==> src/rtl/jk_bank_ctrl.sv <==
// jk_bank_ctrl
// Command-driven sequencer for an external bank of WIDTH JK flip-flops.
// It turns single commands (LOAD, SET, CLEAR, TOGGLE, SHL, SHR) into the
// per-cell J/K patterns and reads the bank back through q_i.
//
// Ports:
//   clk        system clock, shared with the bank cells
//   rst        synchronous active-low reset
//   cmd_valid  command present
//   cmd_ready  controller can accept a command (IDLE only)
//   cmd_op     opcode: 0 NOP, 1 LOAD, 2 SET, 3 CLEAR, 4 TOGGLE, 5 SHL, 6 SHR, 7 NOP
//   cmd_data   LOAD value / SET-CLEAR-TOGGLE mask / shift serial-in on bit 0
//   cmd_cnt    shift count (SHL/SHR only)
//   j_o, k_o   J and K inputs of the bank
//   q_i        Q outputs of the bank
//   done       one-cycle pulse when a command has completed
//   err        sticky readback error
//
// Optional feature macro: JKC_READBACK_CHECK_EN
//   When defined, a shadow of the expected bank value is kept and compared
//   with q_i when a command completes; a mismatch sets err until reset.
//   When undefined, err is tied to 0.

module jk_bank_ctrl #(
    parameter int WIDTH = 8,
    parameter int CW    = 4
) (
    input  logic             clk,
    input  logic             rst,
    input  logic             cmd_valid,
    output logic             cmd_ready,
    input  logic [2:0]       cmd_op,
    input  logic [WIDTH-1:0] cmd_data,
    input  logic [CW-1:0]    cmd_cnt,
    output logic [WIDTH-1:0] j_o,
    output logic [WIDTH-1:0] k_o,
    input  logic [WIDTH-1:0] q_i,
    output logic             done,
    output logic             err
);

    typedef enum logic [1:0] {
        IDLE = 2'd0,
        EXEC = 2'd1,
        RESP = 2'd2
    } state_t;

    localparam logic [2:0] OP_NOP    = 3'd0;
    localparam logic [2:0] OP_LOAD   = 3'd1;
    localparam logic [2:0] OP_SET    = 3'd2;
    localparam logic [2:0] OP_CLEAR  = 3'd3;
    localparam logic [2:0] OP_TOGGLE = 3'd4;
    localparam logic [2:0] OP_SHL    = 3'd5;
    localparam logic [2:0] OP_SHR    = 3'd6;

    state_t           state;
    state_t           state_nxt;
    logic [2:0]       op_q;
    logic [WIDTH-1:0] data_q;
    logic [CW-1:0]    cnt_q;

    logic             accept;
    logic             is_shift;
    logic             shift_active;
    logic             last_exec;
    logic [WIDTH-1:0] shl_src;
    logic [WIDTH-1:0] shr_src;

    // Ready is also gated by rst so a command held during reset is never taken.
    assign cmd_ready = (state == IDLE) && rst;
    assign accept    = cmd_valid && cmd_ready;
    assign done      = (state == RESP);

    assign is_shift     = (op_q == OP_SHL) || (op_q == OP_SHR);
    // A zero-count shift still spends one EXEC cycle, but with the bank holding.
    assign shift_active = is_shift && (cnt_q != '0);
    // The counter still holds the cycles remaining including the current one.
    assign last_exec    = !is_shift || (cnt_q <= CW'(1));

    // Next value of each cell when shifting, taken from its neighbour in the bank.
    assign shl_src = {q_i[WIDTH-2:0], data_q[0]};
    assign shr_src = {data_q[0], q_i[WIDTH-1:1]};

    always_ff @(posedge clk) begin
        if (!rst) begin
            state <= IDLE;
            cnt_q <= '0;
        end else begin
            state <= state_nxt;
            if (accept) begin
                cnt_q <= ((cmd_op == OP_SHL) || (cmd_op == OP_SHR)) ? cmd_cnt : '0;
            end else if ((state == EXEC) && (cnt_q != '0)) begin
                cnt_q <= cnt_q - CW'(1);
            end
        end
    end

    // The command fields need no reset: they are only looked at in EXEC/RESP,
    // which is reachable only through an accept that loads them.
    always_ff @(posedge clk) begin
        if (accept) begin
            op_q   <= cmd_op;
            data_q <= cmd_data;
        end
    end

    always_comb begin
        state_nxt = state;
        case (state)
            IDLE: if (accept)    state_nxt = EXEC;
            EXEC: if (last_exec) state_nxt = RESP;
            RESP:                state_nxt = IDLE;
            default:             state_nxt = IDLE;
        endcase
    end

    // J/K decode depends only on state, latched command and q_i.
    always_comb begin
        j_o = '0;
        k_o = '0;
        if (state == EXEC) begin
            case (op_q)
                OP_LOAD: begin
                    j_o = data_q;
                    k_o = ~data_q;
                end
                OP_SET: begin
                    j_o = data_q;
                end
                OP_CLEAR: begin
                    k_o = data_q;
                end
                OP_TOGGLE: begin
                    j_o = data_q;
                    k_o = data_q;
                end
                OP_SHL: begin
                    if (shift_active) begin
                        j_o = shl_src;
                        k_o = ~shl_src;
                    end
                end
                OP_SHR: begin
                    if (shift_active) begin
                        j_o = shr_src;
                        k_o = ~shr_src;
                    end
                end
                default: begin
                    j_o = '0;
                    k_o = '0;
                end
            endcase
        end
    end

`ifdef JKC_READBACK_CHECK_EN
    logic [WIDTH-1:0] shadow;
    logic             err_q;
    logic             mismatch;

    assign mismatch = (state == RESP) && (shadow != q_i);
    // The combinational term makes err visible already in the RESP cycle.
    assign err      = err_q | mismatch;

    // Shadow starts from the bank value at acceptance; shifts are then applied
    // one step per active EXEC cycle, exactly as the bank sees them.
    always_ff @(posedge clk) begin
        if (!rst) begin
            err_q <= 1'b0;
        end else begin
            if (accept) begin
                case (cmd_op)
                    OP_LOAD:   shadow <= cmd_data;
                    OP_SET:    shadow <= q_i | cmd_data;
                    OP_CLEAR:  shadow <= q_i & ~cmd_data;
                    OP_TOGGLE: shadow <= q_i ^ cmd_data;
                    default:   shadow <= q_i;
                endcase
            end else if ((state == EXEC) && shift_active) begin
                if (op_q == OP_SHL) begin
                    shadow <= {shadow[WIDTH-2:0], data_q[0]};
                end else begin
                    shadow <= {data_q[0], shadow[WIDTH-1:1]};
                end
            end
            if (mismatch) begin
                err_q <= 1'b1;
            end
        end
    end
`else
    assign err = 1'b0;
`endif

endmodule

==> config.mk <==
export PLATFORM = sky130hd
export DESIGN_NAME = jk_bank_ctrl
export DESIGN_NICKNAME = d
export VERILOG_FILES = /design/src/rtl/jk_bank_ctrl.sv
export SDC_FILE = /design/constraint.sdc
export NUM_CORES = 1
export LEC_CHECK = 0
export ABC_AREA = 1
export CORE_MARGIN = 3
export CORE_UTILIZATION = 46
export CTS_CLUSTER_DIAMETER = 120
export CTS_CLUSTER_SIZE = 28
export DETAILED_ROUTE_END_ITERATION = 16
export PLACE_DENSITY = 0.8
export SETUP_SLACK_MARGIN = 0.2
export SLEW_MARGIN = 20
export SYNTH_ARGS = -nofsm -noshare
export SYNTH_HDL_FRONTEND = slang
export SYNTH_SLANG_ARGS = --single-unit
export TNS_END_PERCENT = 100
==> constraint.sdc <==
create_clock -name clk -period 2.3 [get_ports clk]
set_input_delay 0.575 -clock clk [delete_from_list [all_inputs] [get_ports clk]]
set_output_delay 0.575 -clock clk [all_outputs]
set_load 0.01 [all_outputs]
Yosys cells after proc, flatten, opt, wreduce, memory -nomap -nowiden
Cells that the tools add are included.
- add/subtract/negate cells: 1
- multipliers: 0
- divide/modulo/power cells: 0
- $lt $le $gt $ge: 1
- equality and inequality tests: 12
- shift operators: 0
- multiplexer cells: 14
- bitwise gates (word level): 3
- reduce and logical (&&, ||, !) cells: 14
- operators with widths (operator ; count):
    $mux 8 ; 6
    $pmux 8 s4 ; 1
    $not 8->8 ; 3
    $pmux 8 s3 ; 1
    $eq 3x3->1 const B ; 5
    $mux 4 ; 3
    $eq 3x2->1 const B ; 2
    $le 4x1->1 const B ; 1
    $logic_and 1x1->1 ; 4
    $mux 2 ; 2
    $ne 2x2->1 const B ; 2
    $pmux 2 s2 ; 1
    $reduce_bool 4->1 ; 1
    $sub 4x1->4 const B ; 1
    $eq 3x1->1 const B ; 1
    $logic_or 1x1->1 ; 3
    $reduce_or 3->1 ; 1
    $eq 2x1->1 const B ; 1
    $eq 2x2->1 const B ; 1
    $logic_not 2->1 ; 1
    $reduce_and 2->1 ; 1
    $reduce_bool 2->1 ; 1
    $reduce_or 2->1 ; 1
    $logic_not 1->1 ; 1
- register bits: 17
- bits in latches: 0
- RAM bits: 0
- ROM bits: 0
- output and inout port bits: 19
- logic and storage cells: 49
- memories kept: 0

Logic depth before layout (Yosys ltp)
Gate-level depths: netlist of run 1.
- word-level depth: 6
- mapped depth: 9

Worst setup path after synthesis of run 1
Ideal clock, no wire load.
- kind: flip-flop to output port
- start: register cnt_q[0]
- end: output j_o[6]
- arrival time: 1.278 ns
- setup slack: 0.447 ns
- cell stages (with the launch flop): 9
- path through: dfxtp_1 inv_1 ha_1 nand2_1 buf_2 nand3_1 nor2_1 nor2_1 nor2_1
- cells in the longest elaborated chain, start to end: 5
- elaborated cells between the ends (all ways): 6
- those cells by class: mux: 4; reduce/logical: 2
- RTL lines (element ; RTL line ; RTL):
    start, declared ; 60 ; logic [CW-1:0] cnt_q;
    start signal, assigned ; 91 ; cnt_q <= ((cmd_op == OP_SHL) || (cmd_op == OP_SHR)) ? cmd_cnt : '0;
    start signal, assigned ; 93 ; cnt_q <= cnt_q - CW'(1);
    $reduce_bool 4->1 * ; 76 ; assign shift_active = is_shift && (cnt_q != '0);
    $logic_and 1x1->1 * ; 76 ;
    $mux 8, on equally long branches ; 144, 138 ;
    $pmux 8 s3 * ; 122 ; case (op_q)
    $mux 8 * ; 121 ; if (state == EXEC) begin
    end, declared ; 35 ; output logic [WIDTH-1:0] j_o,
Mark *: on every way between the ends. The rest lies on a longest branch, timed or not.

Worst setup path in the final report of run 1
- start: register op_q[0]
- end: output j_o[4]
- cells in the longest elaborated chain, start to end: 6
- elaborated cells between the ends (all ways): 12
- those cells by class: eq/ne: 5; mux: 4; reduce/logical: 3
- RTL lines (element ; RTL line ; RTL):
    start, declared ; 58 ; logic [2:0] op_q;
    start signal, assigned ; 102 ; op_q <= cmd_op;
    $eq 3x3->1 ; 74, 122 ;
    $logic_or 1x1->1 ; 74 ; assign is_shift = (op_q == OP_SHL) || (op_q == OP_SHR);
    $logic_and 1x1->1 ; 76 ;
    $mux 8, on equally long branches ; 144, 138 ;
    $pmux 8 s3 * ; 122 ;
    $mux 8 * ; 121 ;
Marked as above.

==> impl_metrics.py, run 1 <==
metrics = {
    "status": {
        "outcome": "complete, but fails checks",
        "failed_checks": "negative setup slack",
    },
    "cells_and_area": {
        "antenna_cells": 0,
        "syn2layout_area_growth_pct": 64.0,
        "n_fill_cell": 188,
        "final_cells": 315,
        "utilization": 0.807,
        "fin_nets": 314,
        "drive_gt1_frac": 0.278,
    },
    "pwr": {
        "leakage_nw": 1.12,
        "p_per_area_nw_per_um2": 441,
        "worst_ir_drop_vdd_v": 0.000379,
        "power_mw": 1.01,
    },
    "worst_hold_path": {
        "hold_path_class": "reg2reg",
        "hold_depth": 2,
    },
    "critical_path": {
        "worst-path-stages": 10,
        "cp_max_fo": 8,
        "cpPeakStageDelay_ns": 0.45,
        "end_kind": "primary output",
        "critPathArrivalTime_ns": 1.81,
        "worst-setup-path-type": "reg2out",
        "required_ns": 1.73,
        "cp_top_family": "buffers and inverters",
        "critPathBufInv": 5,
        "r2r_cells": 8,
        "critical-path-slowest-cell": "edfxtp_1",
        "worst_setup_path_start_kind": "flop",
        "crit_chain": "inv_2 -> buf_4 -> nand3_1 -> nand3_2 -> buf_6 -> nand2_1 -> nand3_1 -> nand2_1 -> inv_1 -> dlygate4sd2_1",
    },
    "sta": {
        "setup_viol": 4,
        "min_period_ns": 2.38,
        "finalHoldViolCount": 0,
        "skew_ns": 0.0118,
        "finalCritPeriodShare": 1.04,
        "rsz0062_at_grt": "true",
        "max_freq_mhz": 420,
        "fin_ws_ns": -0.0833,
        "final_max_slew_viol_count": 0,
        "fin_setup_tns_ns": -0.141,
    },
    "clocking": {
        "numCtsBuffers": 3,
        "path_clk_slew_ns": 0.10,
        "cts-htree-levels": 1,
        "clk_path_buf_depth": 2,
        "root_buffer": "clkbuf_4",
        "clk_latency_ns": 0.28,
        "cts.sinks": 17,
        "cts_tree": "built",
    },
    "logic_synthesis": {
        "synth_cells": 213,
        "syn_area_um2": 1390,
        "synth-compound-area-share": 0.0647,
        "yosys.area_share.simple": 0.428,
        "synth_fp_nets": 242,
        "synth_mux_area_frac": 0,
        "yosysSeqAreaShare": 0.323,
        "synthAdderAreaFrac": 0.0270,
        "ys_types": 20,
        "ys_warn_count": 0,
        "synth_top_family_by_area": "simple AND/OR/NAND/NOR gates",
        "avgSynthCellArea_um2": 6.54,
        "synth_xor_area_frac": 0.00629,
        "yosys_register_bits": 17,
    },
    "route": {
        "drt_iter0_drc": 183,
        "drc": 0,
        "antenna_left": 0,
        "wl_per_cell_um": 14.4,
        "vias": 1793,
        "first_pass_iters": 5,
        "wl_um": 4530,
        "routed_via_density": 5.69,
    },
    "floorplanning": {
        "row_count": 19,
        "die_x_um": 61.0,
        "core_area_um2": 2830,
        "ios": 45,
        "dieArea_um2": 3720,
        "start_util": 0.492,
        "die_y_um": 61.0,
    },
    "job": {
        "drv_cap": 0,
    },
    "grt": {
        "antenna_found_initial": 0,
        "grt.overflow.total": 0,
        "grt_pass1_wl_um": 6870,
        "grt_max_degree": 14,
        "track_usage": 0.243,
        "grt_pass1_vias": 1660,
    },
    "placed_design": {
        "dp.final_hpwl_um": 2750,
        "dp_slack_ns": -0.248,
        "numPortBuffers": 43,
        "gp_congestion": 0.904,
        "place_inst": 299,
    },
}
flip-flops by register name, indices dropped and copies added (netlist names):
signal	cells
cnt_q	4
data_q	8
op_q	3
state	2
worst min-delay path: cells and delay by family, from the launching register on:
kind	cells	cell delay (ns)
flip-flops	1	0.34
AO/OA/AOI/OAI	2	0.18
worst paths after layout:
path / start / end / slack (ns)
max: op_q[0] / j_o[4] / -0.08
min: cnt_q[1] / cnt_q[1] / 0.56
max reg2reg: cnt_q[2] / cnt_q[2] / 0.77
min reg2reg: cnt_q[1] / cnt_q[1] / 0.56
cell type report:
cell class | instances | area, um2 | share of cell area
clock buffer | 4 | 26.3 | 0.0115
inverter | 37 | 141 | 0.0619
multi-input combinational | 149 | 842 | 0.369
sequential | 17 | 454 | 0.199
tap | 31 | 38.8 | 0.0170
timing repair buffer | 77 | 781 | 0.342
cell usage after synthesis:
cell / count / area [um2]
nor2_1: 24 / 90.1
nand4_1: 25 / 156
edfxtp_1: 11 / 330
nand4_2: 1 / 12.5
buf_4: 2 / 15.0
dfxtp_1: 6 / 120
nand2_1: 39 / 146
nand3_1: 33 / 165
or2_2: 2 / 12.5
a21oi_1: 9 / 45.0
ha_1: 3 / 37.5
nor2_2: 1 / 6.26
xor2_1: 1 / 8.76
nor2b_1: 1 / 6.26
buf_6: 2 / 22.5
conb_1: 1 / 3.75
o21ai_1: 1 / 5.00
inv_1: 37 / 139
buf_2: 6 / 30.0
o21ai_0: 8 / 40.0
per-stage QoR:
step	area [um2]	hold WS (ns)
after CTS	2230	0.568
after global placement	2000	0.531
after global routing	2280	0.599
after floorplan	1390	0.502
after detailed placement	2000	0.541
final	2280	0.562
where the power goes:
group          internal (mW)  switching, mW
clock                 0.0671         0.0880
sequential             0.348         0.0199
combinational          0.257          0.227
layout by cell type (no fill, tap or decap), drive strengths merged:
cell	synthesis	layout
conb	1	1
buf	10	49
o21ai	9	9
xor2	1	1
dfxtp	6	6
clkbuf	0	4
inv	37	37
edfxtp	11	11
ha	3	3
nor2b	1	1
nand3	33	33
nor2	25	25
clkdlybuf4s50	0	26
dlygate4sd2	0	2
or2	2	2
nand4	26	26
nand2	39	39
a21oi	9	9
layer usage:
metal,global-route usage,share of wire
met1,0.290,0.39
met2,0.423,0.50
met3,0.0189,0.070
met4,0.149,0.036
met5,0,0
cell families (layout without fill, tap and decap cells):
group | after synthesis | after routing
other cells | 1 | 1
compound gates | 18 | 18
buf+inv | 47 | 118
simple gates | 126 | 126
fa+ha+maj | 3 | 3
xor+xnor | 1 | 1
flops | 17 | 17
repair_timing:
item | in CTS | in global routing
gates resized for setup | 100 | 10
pin swaps | 14 | 10
buffers inserted | 7 | 1
hold buffers | 0 | 0
endpoints found under the setup margin | 17 | 16
cloned | 4 | 0
Power figures use the tool's default switching activity.
==> inputs of run 2 (changes only) <==
==> constraint.sdc (replaced) <==
create_clock -name clk -period 2.5 [get_ports clk]
set_input_delay 0.625 -clock clk [delete_from_list [all_inputs] [get_ports clk]]
set_output_delay 0.625 -clock clk [all_outputs]
set_load 0.01 [all_outputs]
==> impl_metrics.py, run 2 (synthesized netlist as in run 1, its figures left out) <==
metrics = {
    "placed_design": {
        "dp.final_hpwl_um": 2840,
        "dp_slack_ns": -0.147,
        "numPortBuffers": 43,
        "place_inst": 295,
        "gp_congestion": 0.874,
    },
    "route": {
        "wl_per_cell_um": 13.2,
        "first_pass_iters": 4,
        "drc": 0,
        "wl_um": 4060,
        "drt_iter0_drc": 136,
        "vias": 1691,
        "routed_via_density": 5.51,
        "antenna_left": 0,
    },
    "grt": {
        "antenna_found_initial": 0,
        "grt_pass1_vias": 1511,
        "track_usage": 0.228,
        "grt.overflow.total": 0,
        "grt_max_degree": 22,
        "grt_pass1_wl_um": 6470,
    },
    "floorplanning": {
        "row_count": 19,
        "core_area_um2": 2830,
        "start_util": 0.492,
        "die_x_um": 61.0,
        "dieArea_um2": 3720,
        "ios": 45,
        "die_y_um": 61.0,
    },
    "job": {
        "drv_cap": 0,
    },
    "sta": {
        "final_max_slew_viol_count": 0,
        "skew_ns": 0.00818,
        "finalHoldViolCount": 0,
        "max_freq_mhz": 436,
        "fin_ws_ns": 0.205,
        "rsz0062_at_grt": "true",
        "finalCritPeriodShare": 0.918,
        "min_period_ns": 2.29,
        "setup_viol": 0,
    },
    "cells_and_area": {
        "fin_nets": 306,
        "layout.cells.most_common": "nand2_1",
        "final_cells": 307,
        "antenna_cells": 0,
        "syn2layout_area_growth_pct": 53.7,
        "drive_gt1_frac": 0.268,
        "utilization": 0.757,
        "top_register": "data_q",
        "largest_register_ffs": 8,
        "biggestRegsByFlops": "data_q x8, cnt_q x4, op_q x3",
        "final_cell_mix": "nand2_1, inv_1, nand3_1, nand4_1, clkdlybuf4s50_1",
    },
    "clocking": {
        "cts.sinks": 17,
        "postCtsHoldBufs": 0,
        "cts_tree": "built",
        "numCtsBuffers": 3,
        "root_buffer": "clkbuf_4",
        "clk_latency_ns": 0.30,
        "cts-htree-levels": 1,
        "clk_path_buf_depth": 2,
        "path_clk_slew_ns": 0.10,
    },
    "critical_path": {
        "required_ns": 1.88,
        "worst-setup-path-type": "reg2out",
        "end_kind": "primary output",
        "startpoint": "op_q[1]",
        "r2r_start": "cnt_q[2]",
        "cp_max_fo": 8,
        "worst_setup_path_start_kind": "flop",
        "critPathArrivalTime_ns": 1.67,
    },
    "pwr": {
        "p_per_area_nw_per_um2": 385,
        "leakage_nw": 1.06,
        "power_uw": 825,
        "worst_ir_drop_vdd_v": 0.000328,
    },
    "worst_hold_path": {
        "hold_path_class": "reg2reg",
        "hold_start": "cnt_q[1]",
    },
    "status": {
        "outcome": "finished clean",
    },
}
[run 2: cell count changes in the layout (fill, tap and decap cells not counted), moves of 3 or more]
cell,delta
buf_6,-6
buf_2,-3
buf_16,-3
clkbuf_2,+8
a21oi_1,-4
a21oi_2,+4
[run 2: through the flow]
step,instance area [um2],hold slack [ns],setup TNS (ns)
after floorplan,1390,0.502,0
final,2140,0.565,0
after global placement,1950,0.526,-1.41
after detailed placement,1950,0.552,-1.53
after global routing,2140,0.595,0
after CTS,2080,0.570,0
[run 2: area by class of cell]
cell class	count	area [um2]
clock inverters	1	5.00
inverters	37	139
repair buffers	69	621
flip-flops and latches	17	452
clock buffers	3	22.5
well taps	31	38.8
multi-input cells	149	863
fillers	214	688
[run 2: final timing paths]
kind	to	slack [ns]	cells after the start
worst max-delay path	j_o[1]	0.21	9
worst min-delay path	cnt_q[1]	0.56	2
worst max register to register	cnt_q[1]	1.06	7
worst min register to register	cnt_q[1]	0.56	2
[run 2: worst max-delay path, cell delays in order, from the launching register on]
cell	delay, ns
edfxtp_1	0.41
inv_2	0.15
nand3_4	0.12
nand2_4	0.12
buf_6	0.14
nand3_1	0.07
nor2_1	0.10
nor2_1	0.05
nor2_1	0.09
buf_2	0.13
[run 2: routing by layer]
metal,up-vias,routed length (um),GRT usage
li1,840,-,-
met1,765,1540,0.286
met2,76,2170,0.406
met3,10,246,0.0168
met4,0,98,0.0898
met5,-,0,0
[run 2: where the power goes]
| group | switching [mW] | total, mW | internal, mW |
|---|---|---|---|
| registers | 0.0150 | 0.334 | 0.319 |
| clock network | 0.0892 | 0.149 | 0.0596 |
| logic | 0.179 | 0.342 | 0.163 |
[run 2: timing repair]
action	4_1_cts	5_1_grt
cloned	1	1
buffers inserted	3	3
endpoints found under the setup margin	17	16
resized for setup	50	47
pin swaps	2	12
